$ cat src/rtl/lstm_pkg.sv
// lstm_pkg
//    Shared types and helpers for the two-layer LSTM forward sequencer.
//    state_t  : sequencer state encoding
//    lstm_max : larger of two integers (ACC phase length of a layer)
//    K1 / K2  : ACC phase lengths for the default network dimensions
package lstm_pkg;

   typedef enum logic [3:0] {
      S_IDLE,
      S_L1_ACC,
      S_L1_DRAIN,
      S_L1_WR,
      S_L1_CLR,
      S_L2_ACC,
      S_L2_DRAIN,
      S_L2_WR,
      S_L2_CLR,
      S_DONE
   } state_t;

   function automatic int lstm_max(input int a, input int b);
      return (a > b) ? a : b;
   endfunction

   localparam int TIMESTEP_DEF    = 7;
   localparam int LAYR1_INPUT_DEF = 53;
   localparam int LAYR1_CELL_DEF  = 53;
   localparam int LAYR2_CELL_DEF  = 8;

   localparam int K1 = lstm_max(LAYR1_INPUT_DEF, LAYR1_CELL_DEF);
   localparam int K2 = lstm_max(LAYR1_CELL_DEF, LAYR2_CELL_DEF);

endpackage

$ cat src/rtl/lstm_loop_counter.sv
// lstm_loop_counter
//    Wrapping loop index 0..LIMIT-1 used for the k, cell and timestep loops.
//    clk   : clock, rising edge
//    rst   : asynchronous active-low reset
//    inc   : advance the index; wraps to 0 after LIMIT-1
//    clr   : synchronous return to 0 (wins over inc)
//    count : current index
//    last  : count is at LIMIT-1
module lstm_loop_counter #(
   parameter int WIDTH = 12,
   parameter int LIMIT = 4
) (
   input  logic             clk,
   input  logic             rst,
   input  logic             inc,
   input  logic             clr,
   output logic [WIDTH-1:0] count,
   output logic             last
);

   assign last = (count == WIDTH'(LIMIT - 1));

   always_ff @(posedge clk or negedge rst) begin
      if (!rst) begin
         count <= '0;
      end else if (clr) begin
         count <= '0;
      end else if (inc) begin
         count <= last ? '0 : count + WIDTH'(1);
      end
   end

endmodule

$ cat src/rtl/lstm_fwd_sequencer.sv
// lstm_fwd_sequencer
//    Control sequencer for the two-layer LSTM forward datapath. One start pulse
//    runs TIMESTEP timesteps; each timestep sweeps layer 1 (LAYR1_CELL cells)
//    then layer 2 (LAYR2_CELL cells). Each cell is ACC (K cycles), DRAIN, WR, CLR.
//    Optional feature macro: LSTM_SEQ_STALL_EN adds a 'stall' input that freezes
//    state and counters and masks every acc/wr/clr enable.
//
//    clk, rst              : clock, asynchronous active-low reset
//    start                 : begin a run (sampled in IDLE only)
//    busy, done            : run in progress / one-cycle completion pulse
//    acc_x_n, acc_h_n      : layer-n accumulate enables (x*W, h*U)
//    acc_clr_n             : layer-n accumulator clear
//    h_zero_n              : t=0, datapath uses 0 for previous h
//    wr_hn, wr_cn          : write h and c of the current cell
//    addr_x1 ... rd_addr_b_2 : memory addresses, valid with their enables
//
//    state      | meaning
//    -----------+-----------------------------------------------
//    IDLE       | waiting for start
//    L1_ACC     | layer-1 accumulate, k = 0..K1-1
//    L1_DRAIN   | layer-1 pipeline drain
//    L1_WR      | write layer-1 h/c of current cell
//    L1_CLR     | clear layer-1 accumulator, advance cell
//    L2_ACC     | layer-2 accumulate, k = 0..K2-1
//    L2_DRAIN   | layer-2 pipeline drain
//    L2_WR      | write layer-2 h/c of current cell
//    L2_CLR     | clear layer-2 accumulator, advance cell / timestep
//    DONE       | one-cycle done pulse
module lstm_fwd_sequencer
   import lstm_pkg::*;
#(
   parameter int TIMESTEP    = TIMESTEP_DEF,
   parameter int LAYR1_INPUT = LAYR1_INPUT_DEF,
   parameter int LAYR1_CELL  = LAYR1_CELL_DEF,
   parameter int LAYR2_CELL  = LAYR2_CELL_DEF,
   parameter int ADDR        = 12
) (
   input  logic            clk,
   input  logic            rst,
`ifdef LSTM_SEQ_STALL_EN
   input  logic            stall,
`endif
   input  logic            start,
   output logic            busy,
   output logic            done,
   output logic            acc_x_1,
   output logic            acc_h_1,
   output logic            acc_x_2,
   output logic            acc_h_2,
   output logic            acc_clr_1,
   output logic            acc_clr_2,
   output logic            h_zero_1,
   output logic            h_zero_2,
   output logic            wr_h1,
   output logic            wr_c1,
   output logic            wr_h2,
   output logic            wr_c2,
   output logic [ADDR-1:0] addr_x1,
   output logic [ADDR-1:0] rd_addr_h1,
   output logic [ADDR-1:0] rd_addr_h2,
   output logic [ADDR-1:0] wr_addr_h1,
   output logic [ADDR-1:0] wr_addr_c1,
   output logic [ADDR-1:0] wr_addr_h2,
   output logic [ADDR-1:0] wr_addr_c2,
   output logic [ADDR-1:0] rd_addr_w_1,
   output logic [ADDR-1:0] rd_addr_u_1,
   output logic [ADDR-1:0] rd_addr_b_1,
   output logic [ADDR-1:0] rd_addr_w_2,
   output logic [ADDR-1:0] rd_addr_u_2,
   output logic [ADDR-1:0] rd_addr_b_2
);

   localparam int K1_LEN = lstm_max(LAYR1_INPUT, LAYR1_CELL);
   localparam int K2_LEN = lstm_max(LAYR1_CELL, LAYR2_CELL);

   localparam logic [ADDR-1:0] IN_A = ADDR'(LAYR1_INPUT);
   localparam logic [ADDR-1:0] C1_A = ADDR'(LAYR1_CELL);
   localparam logic [ADDR-1:0] C2_A = ADDR'(LAYR2_CELL);

   state_t          state;
   logic            hold;
   logic            cnt_clr;
   logic            k1_inc, k2_inc, cell1_inc, cell2_inc, t_inc;
   logic            k1_last, k2_last, cell1_last, cell2_last, t_last;
   logic [ADDR-1:0] k1, k2, cell1, cell2, t;

   // Running products kept as registers so no multiplier is needed:
   // base_* = t*N, prev_* = (t-1)*N, base_w/u = cell*N.
   logic [ADDR-1:0] base_x1, base_h1, prev_h1, base_h2, prev_h2;
   logic [ADDR-1:0] base_w1, base_u1, base_w2, base_u2;

`ifdef LSTM_SEQ_STALL_EN
   assign hold = stall;
`else
   assign hold = 1'b0;
`endif

   assign cnt_clr   = (state == S_IDLE);
   assign k1_inc    = !hold && (state == S_L1_ACC);
   assign k2_inc    = !hold && (state == S_L2_ACC);
   assign cell1_inc = !hold && (state == S_L1_CLR);
   assign cell2_inc = !hold && (state == S_L2_CLR);
   assign t_inc     = cell2_inc && cell2_last;

   lstm_loop_counter #(.WIDTH(ADDR), .LIMIT(K1_LEN)) u_k1 (
      .clk(clk), .rst(rst), .inc(k1_inc), .clr(cnt_clr), .count(k1), .last(k1_last)
   );
   lstm_loop_counter #(.WIDTH(ADDR), .LIMIT(K2_LEN)) u_k2 (
      .clk(clk), .rst(rst), .inc(k2_inc), .clr(cnt_clr), .count(k2), .last(k2_last)
   );
   lstm_loop_counter #(.WIDTH(ADDR), .LIMIT(LAYR1_CELL)) u_cell1 (
      .clk(clk), .rst(rst), .inc(cell1_inc), .clr(cnt_clr), .count(cell1), .last(cell1_last)
   );
   lstm_loop_counter #(.WIDTH(ADDR), .LIMIT(LAYR2_CELL)) u_cell2 (
      .clk(clk), .rst(rst), .inc(cell2_inc), .clr(cnt_clr), .count(cell2), .last(cell2_last)
   );
   lstm_loop_counter #(.WIDTH(ADDR), .LIMIT(TIMESTEP)) u_t (
      .clk(clk), .rst(rst), .inc(t_inc), .clr(cnt_clr), .count(t), .last(t_last)
   );

   always_ff @(posedge clk or negedge rst) begin
      if (!rst) begin
         state   <= S_IDLE;
         base_x1 <= '0;
         base_h1 <= '0;
         prev_h1 <= '0;
         base_h2 <= '0;
         prev_h2 <= '0;
         base_w1 <= '0;
         base_u1 <= '0;
         base_w2 <= '0;
         base_u2 <= '0;
      end else if (!hold) begin
         case (state)
            S_IDLE:     if (start) state <= S_L1_ACC;
            S_L1_ACC:   if (k1_last) state <= S_L1_DRAIN;
            S_L1_DRAIN: state <= S_L1_WR;
            S_L1_WR:    state <= S_L1_CLR;
            S_L1_CLR:   state <= cell1_last ? S_L2_ACC : S_L1_ACC;
            S_L2_ACC:   if (k2_last) state <= S_L2_DRAIN;
            S_L2_DRAIN: state <= S_L2_WR;
            S_L2_WR:    state <= S_L2_CLR;
            S_L2_CLR: begin
               if (!cell2_last)  state <= S_L2_ACC;
               else if (t_last)  state <= S_DONE;
               else              state <= S_L1_ACC;
            end
            S_DONE:     state <= S_IDLE;
            default:    state <= S_IDLE;
         endcase

         if (cell1_inc) begin
            base_w1 <= cell1_last ? '0 : base_w1 + IN_A;
            base_u1 <= cell1_last ? '0 : base_u1 + C1_A;
         end
         if (cell2_inc) begin
            base_w2 <= cell2_last ? '0 : base_w2 + C1_A;
            base_u2 <= cell2_last ? '0 : base_u2 + C2_A;
         end
         // Last timestep wraps every t-based product back to 0 so DONE/IDLE
         // present all-zero addresses.
         if (t_inc) begin
            if (t_last) begin
               base_x1 <= '0;
               base_h1 <= '0;
               prev_h1 <= '0;
               base_h2 <= '0;
               prev_h2 <= '0;
            end else begin
               base_x1 <= base_x1 + IN_A;
               prev_h1 <= base_h1;
               base_h1 <= base_h1 + C1_A;
               prev_h2 <= base_h2;
               base_h2 <= base_h2 + C2_A;
            end
         end
      end
   end

   logic in_l1, in_l2, t_zero, en;

   assign in_l1  = (state == S_L1_ACC) || (state == S_L1_DRAIN) ||
                   (state == S_L1_WR)  || (state == S_L1_CLR);
   assign in_l2  = (state == S_L2_ACC) || (state == S_L2_DRAIN) ||
                   (state == S_L2_WR)  || (state == S_L2_CLR);
   assign t_zero = (t == '0);
   assign en     = !hold;

   assign busy      = in_l1 || in_l2;
   assign done      = (state == S_DONE);
   assign acc_x_1   = en && (state == S_L1_ACC) && (k1 < IN_A);
   assign acc_h_1   = en && (state == S_L1_ACC) && (k1 < C1_A);
   assign acc_x_2   = en && (state == S_L2_ACC) && (k2 < C1_A);
   assign acc_h_2   = en && (state == S_L2_ACC) && (k2 < C2_A);
   assign acc_clr_1 = en && (state == S_L1_CLR);
   assign acc_clr_2 = en && (state == S_L2_CLR);
   assign wr_h1     = en && (state == S_L1_WR);
   assign wr_c1     = en && (state == S_L1_WR);
   assign wr_h2     = en && (state == S_L2_WR);
   assign wr_c2     = en && (state == S_L2_WR);
   assign h_zero_1  = in_l1 && t_zero;
   assign h_zero_2  = in_l2 && t_zero;

   // rd_addr_h1 is shared: layer-1 recurrent read, then layer-2 input read.
   assign addr_x1     = base_x1 + k1;
   assign rd_addr_h1  = in_l2                ? base_h1 + k2 :
                        (in_l1 && !t_zero)   ? prev_h1 + k1 : '0;
   assign rd_addr_h2  = (in_l2 && !t_zero)   ? prev_h2 + k2 : '0;
   assign wr_addr_h1  = base_h1 + cell1;
   assign wr_addr_c1  = base_h1 + cell1;
   assign wr_addr_h2  = base_h2 + cell2;
   assign wr_addr_c2  = base_h2 + cell2;
   assign rd_addr_w_1 = base_w1 + k1;
   assign rd_addr_u_1 = base_u1 + k1;
   assign rd_addr_b_1 = cell1;
   assign rd_addr_w_2 = base_w2 + k2;
   assign rd_addr_u_2 = base_u2 + k2;
   assign rd_addr_b_2 = cell2;

endmodule

$ cat config.mk
export PLATFORM = sky130hd
export DESIGN_NAME = lstm_fwd_sequencer
export DESIGN_NICKNAME = d
export VERILOG_FILES = /design/src/rtl/lstm_pkg.sv /design/src/rtl/lstm_loop_counter.sv /design/src/rtl/lstm_fwd_sequencer.sv
export SDC_FILE = /design/constraint.sdc
export NUM_CORES = 1
export LEC_CHECK = 0
export BUFFER_PORTS_ARGS = -buffer_cell sky130_fd_sc_hd__buf_2
export CAP_MARGIN = 20
export CELL_PAD_IN_SITES_DETAIL_PLACEMENT = 0
export CELL_PAD_IN_SITES_GLOBAL_PLACEMENT = 1
export CORE_UTILIZATION = 40
export CTS_CLUSTER_DIAMETER = 40
export DETAILED_ROUTE_END_ITERATION = 12
export PLACE_DENSITY = 0.75
export SYNTH_ARGS = -nofsm -noshare
export SYNTH_HDL_FRONTEND = slang
export SYNTH_SLANG_ARGS = --single-unit
$ cat constraint.sdc
create_clock -name clk -period 3 [get_ports clk]
set_input_delay 0.6 -clock clk [delete_from_list [all_inputs] [get_ports clk]]
set_output_delay 0.6 -clock clk [all_outputs]
set_load 0.1 [all_outputs]
==> impl_metrics.csv <==
group,metric,value,unit
clocking,cts_tree,"built",
timing,finalCritPeriodShare,1.16,
floorplanning,core,31600,µm²
setup_path,endpoint_kind,"primary output",
timing,worst_slack,-0.477,ns
cells_and_area,stdcell_count,2244,
timing,finalSetupTns,-14.07,ns
clocking,clk_latency,0.45,ns
timing,report.final.slew_viol_count,0,
routing,finalWirelength,41700,µm
routing,first_pass_iters,5,
cells_and_area,utilization,0.636,
run,maxCapViolations,0,
outcome,status,"finished, violations left",
outcome,violations,"negative setup slack",
synth,synth_cell_types,63,
timing,min_period,3.48,ns
placed_design,place_congestion,0.886,
floorplanning,die_w,181,µm
timing,max-slew-margin-rel,0.534,
cells_and_area,fill_cells,2515,
power,powerDensity,228,nW/µm²
floorplanning,die_area,32800,µm²
synth,synth_area,12800,µm²
power,leakage,0.00918,µW
cells_and_area,area.sequential,4190,µm²
clocking,clk_pin_slew,0.08,ns
timing,whs,0.115,ns
routing,vias,12576,
grt,track_usage,0.255,
synth,ys.flop_type,"dfrtp_1",
routing,vias_per_cell,5.60,
timing,worst_pin_slew,0.692,ns
setup_path,critical-path-max-stage-delay,0.44,ns
synth,ys_warn_count,0,
routing,postRouteAntennaNets,0,
setup_path,crit_chain,"ha_4 -> fa_2 -> a21o_1 -> a2111o_1 -> a21o_1 -> a21oi_2 -> xor2_2 -> o22ai_4 -> buf_12",
cells_and_area,antennaDiodeCount,0,
synth,synthArstFlopShare,1.00,
synth,yosys_register_bits,164,
setup_path,cp.required,2.40,ns
floorplanning,row_count,65,
setup_path,rr_startpoint,"u_cell2.count[0]",
setup_path,path_max_fanout,3,
grt,grt_max_degree,57,
routing,wl_per_cell,18.6,µm
grt,grt-ovfl-total,0,
hold_path,min_path_type,"primary input to asynchronous set/reset pin",
routing,initialDrtViolationCount,735,
routing,drc,0,
floorplanning,initial_core_util,0.406,
cells_and_area,syn2layout_area_growth,56.7,%
setup_path,ff2ff_path_depth,6,
setup_path,rrSetupSlack,0.31,ns
cells_and_area,final_common_cell,"buf_4",
clocking,clock-sinks,164,
grt,grt_antenna_before_repair,0,
timing,setup_viol_count_final,62,
timing,hold_viol,0,
clocking,clk_path_buf_depth,2,
grt,grt_pass1_wl,66100,µm
setup_path,path_class,"flop to primary output",
floorplanning,fp.dieH,181,µm
clocking,htreeDepth,4,
placed_design,io_buffers,172,
cells_and_area,layout-drive-gt1-share,0.402,
clocking,numCtsBuffers,17,
cells_and_area,fin_nets,1965,
placed_design,placed_cells,2122,
synth,yosysSeqAreaShare,0.320,
clocking,hold_buffers,0,
setup_path,critPathSlowestCell,"dfrtp_2",
timing,grt_setup_unrepaired,"true",
setup_path,reg2reg_to,"base_h1[2]",
synth,synth_enable_flop_cells,0,
synth,synthCells,1502,
clocking,cts_root_buffer,"clkbuf_16",
synth,syn_area_per_cell,8.53,µm²
floorplanning,io_pins,173,
grt,grt_pass1_vias,12230,
setup_path,cp_data_arrival_time,2.88,ns
timing,finalClockSkew,0.0165,ns
power,vdd_drop_max,0.272,mV
setup_path,critPathLaunchType,"flop",
cells_and_area,multi_input_area,10600,µm²
timing,max_clock_freq,0.288,GHz
setup_path,cp_common_cell,"a21o_1",
cells_and_area,final_cell_mix,"182 x buf_4, 152 x o21ai_0, 136 x nand2_1",
placed_design,dp_hpwl,29700,µm
## worst max-delay path, delay by kind of cell, from the launching register on
| family | cells | cell delay, ns |
|---|---|---|
| flip-flops | 1 | 0.44 |
| XOR/XNOR | 1 | 0.11 |
| AO/OA/AOI/OAI | 5 | 1.13 |
| buffers and inverters | 1 | 0.20 |
| adder cells (fa/ha/maj) | 2 | 0.52 |
## report_power, final
part           leakage (µW)  switching (µW)  internal [µW]  total [µW]
clock network      0.000295            1090           1200        2290
logic               0.00668            64.6           9.94        74.6
registers           0.00220               0           2210        2210
total               0.00918            1150           3420        4570
## cell type report
| class | instances | share of cell area |
|---|---|---|
| clock inverter | 15 | 0.00903 |
| clock buffer | 17 | 0.0212 |
| inverter | 35 | 0.00654 |
| multi-input combinational | 1226 | 0.527 |
| timing repair buffer | 385 | 0.203 |
| sequential | 164 | 0.209 |
| tap | 402 | 0.0250 |
## metrics by stage
| stage | setup WS (ns) | cell area [µm²] | total power (µW) |
|---|---|---|---|
| floorplan | -0.543 | 14500 | 2270 |
| global placement | -0.0684 | 17600 | 2330 |
| detailed placement | -0.0669 | 17600 | 2330 |
| CTS | -0.496 | 19400 | 4600 |
| global route | -0.588 | 20100 | 4700 |
| finish | -0.477 | 20100 | 4570 |
## how the worst max path moves through the flow
stage	endpoint	start	cells after the start	slack [ns]
2_1_floorplan	rd_addr_h2[11]	u_k2.count[1]	7	-0.54
3_3_place_gp	rd_addr_u_1[9]	u_k1.count[0]	11	-0.07
3_5_place_dp	rd_addr_h1[8]	u_k1.count[0]	9	-0.07
4_1_cts	rd_addr_h1[8]	u_k1.count[0]	9	-0.50
5_1_grt	rd_addr_w_1[10]	u_k1.count[0]	11	-0.59
6_report	rd_addr_h1[8]	u_k1.count[0]	9	-0.48
## synth_stat cells, types with 6 or more instances
master	count	share of area
nor4_1	8	0.0039
o31ai_1	19	0.011
a21o_1	33	0.019
nand2_1	140	0.041
o22ai_1	8	0.0039
nand2b_1	18	0.0088
and3_1	31	0.015
a21oi_1	82	0.032
nor3b_1	6	0.0035
buf_2	18	0.0070
a211oi_1	14	0.0082
o21ai_0	183	0.071
o21ai_1	27	0.011
a22o_1	26	0.018
fa_1	8	0.012
buf_4	34	0.020
dfrtp_1	164	0.32
ha_1	125	0.12
and4_1	9	0.0061
xnor2_1	81	0.055
xor2_1	48	0.033
or3_1	14	0.0068
a31oi_1	23	0.011
nand3_1	41	0.016
nor2_1	126	0.037
o21bai_1	15	0.0088
nand4_1	20	0.0098
clkbuf_1	26	0.0076
nor3_1	35	0.014
inv_1	33	0.0097
o21a_1	11	0.0064
nor2b_1	10	0.0049
## state kept, by name, summed over array words and instances (netlist names), 10 cells and up
name	count
u_k2.count	12
u_k1.count	12
u_t.count	12
base_u1	12
u_cell1.count	12
base_w1	12
base_w2	12
u_cell2.count	12
prev_h1	12
base_x1	12
base_h1	12
prev_h2	10
## cells by family (layout without fill, tap and decap cells)
logic type | count (synthesis) | after routing | synth area share
AO/OA/AOI/OAI | 477 | 477 | 0.228
XOR/XNOR | 129 | 129 | 0.0881
adder cells (fa/ha/maj) | 133 | 133 | 0.135
buffers and inverters | 113 | 452 | 0.0448
flip-flops | 164 | 164 | 0.320
multiplexers | 1 | 1 | 0.000781
other | 1 | 2 | 0.000293
AND/OR/NAND/NOR | 484 | 484 | 0.184
## per-layer routing
layer / wire [µm] / global-route usage / up-vias
li1: - / - / 6063
met1: 18200 / 0.334 / 6134
met2: 21100 / 0.441 / 331
met3: 1640 / 0.0316 / 48
met4: 877 / 0.0705 / 0
met5: 0 / 0 / -
## timing repair
item,in CTS,in global routing
gates resized for setup,164,95
cloned,0,0
pin swaps,106,105
setup buffers,60,41
endpoints found under the setup margin,83,85
(Power assumes the default switching activity.)
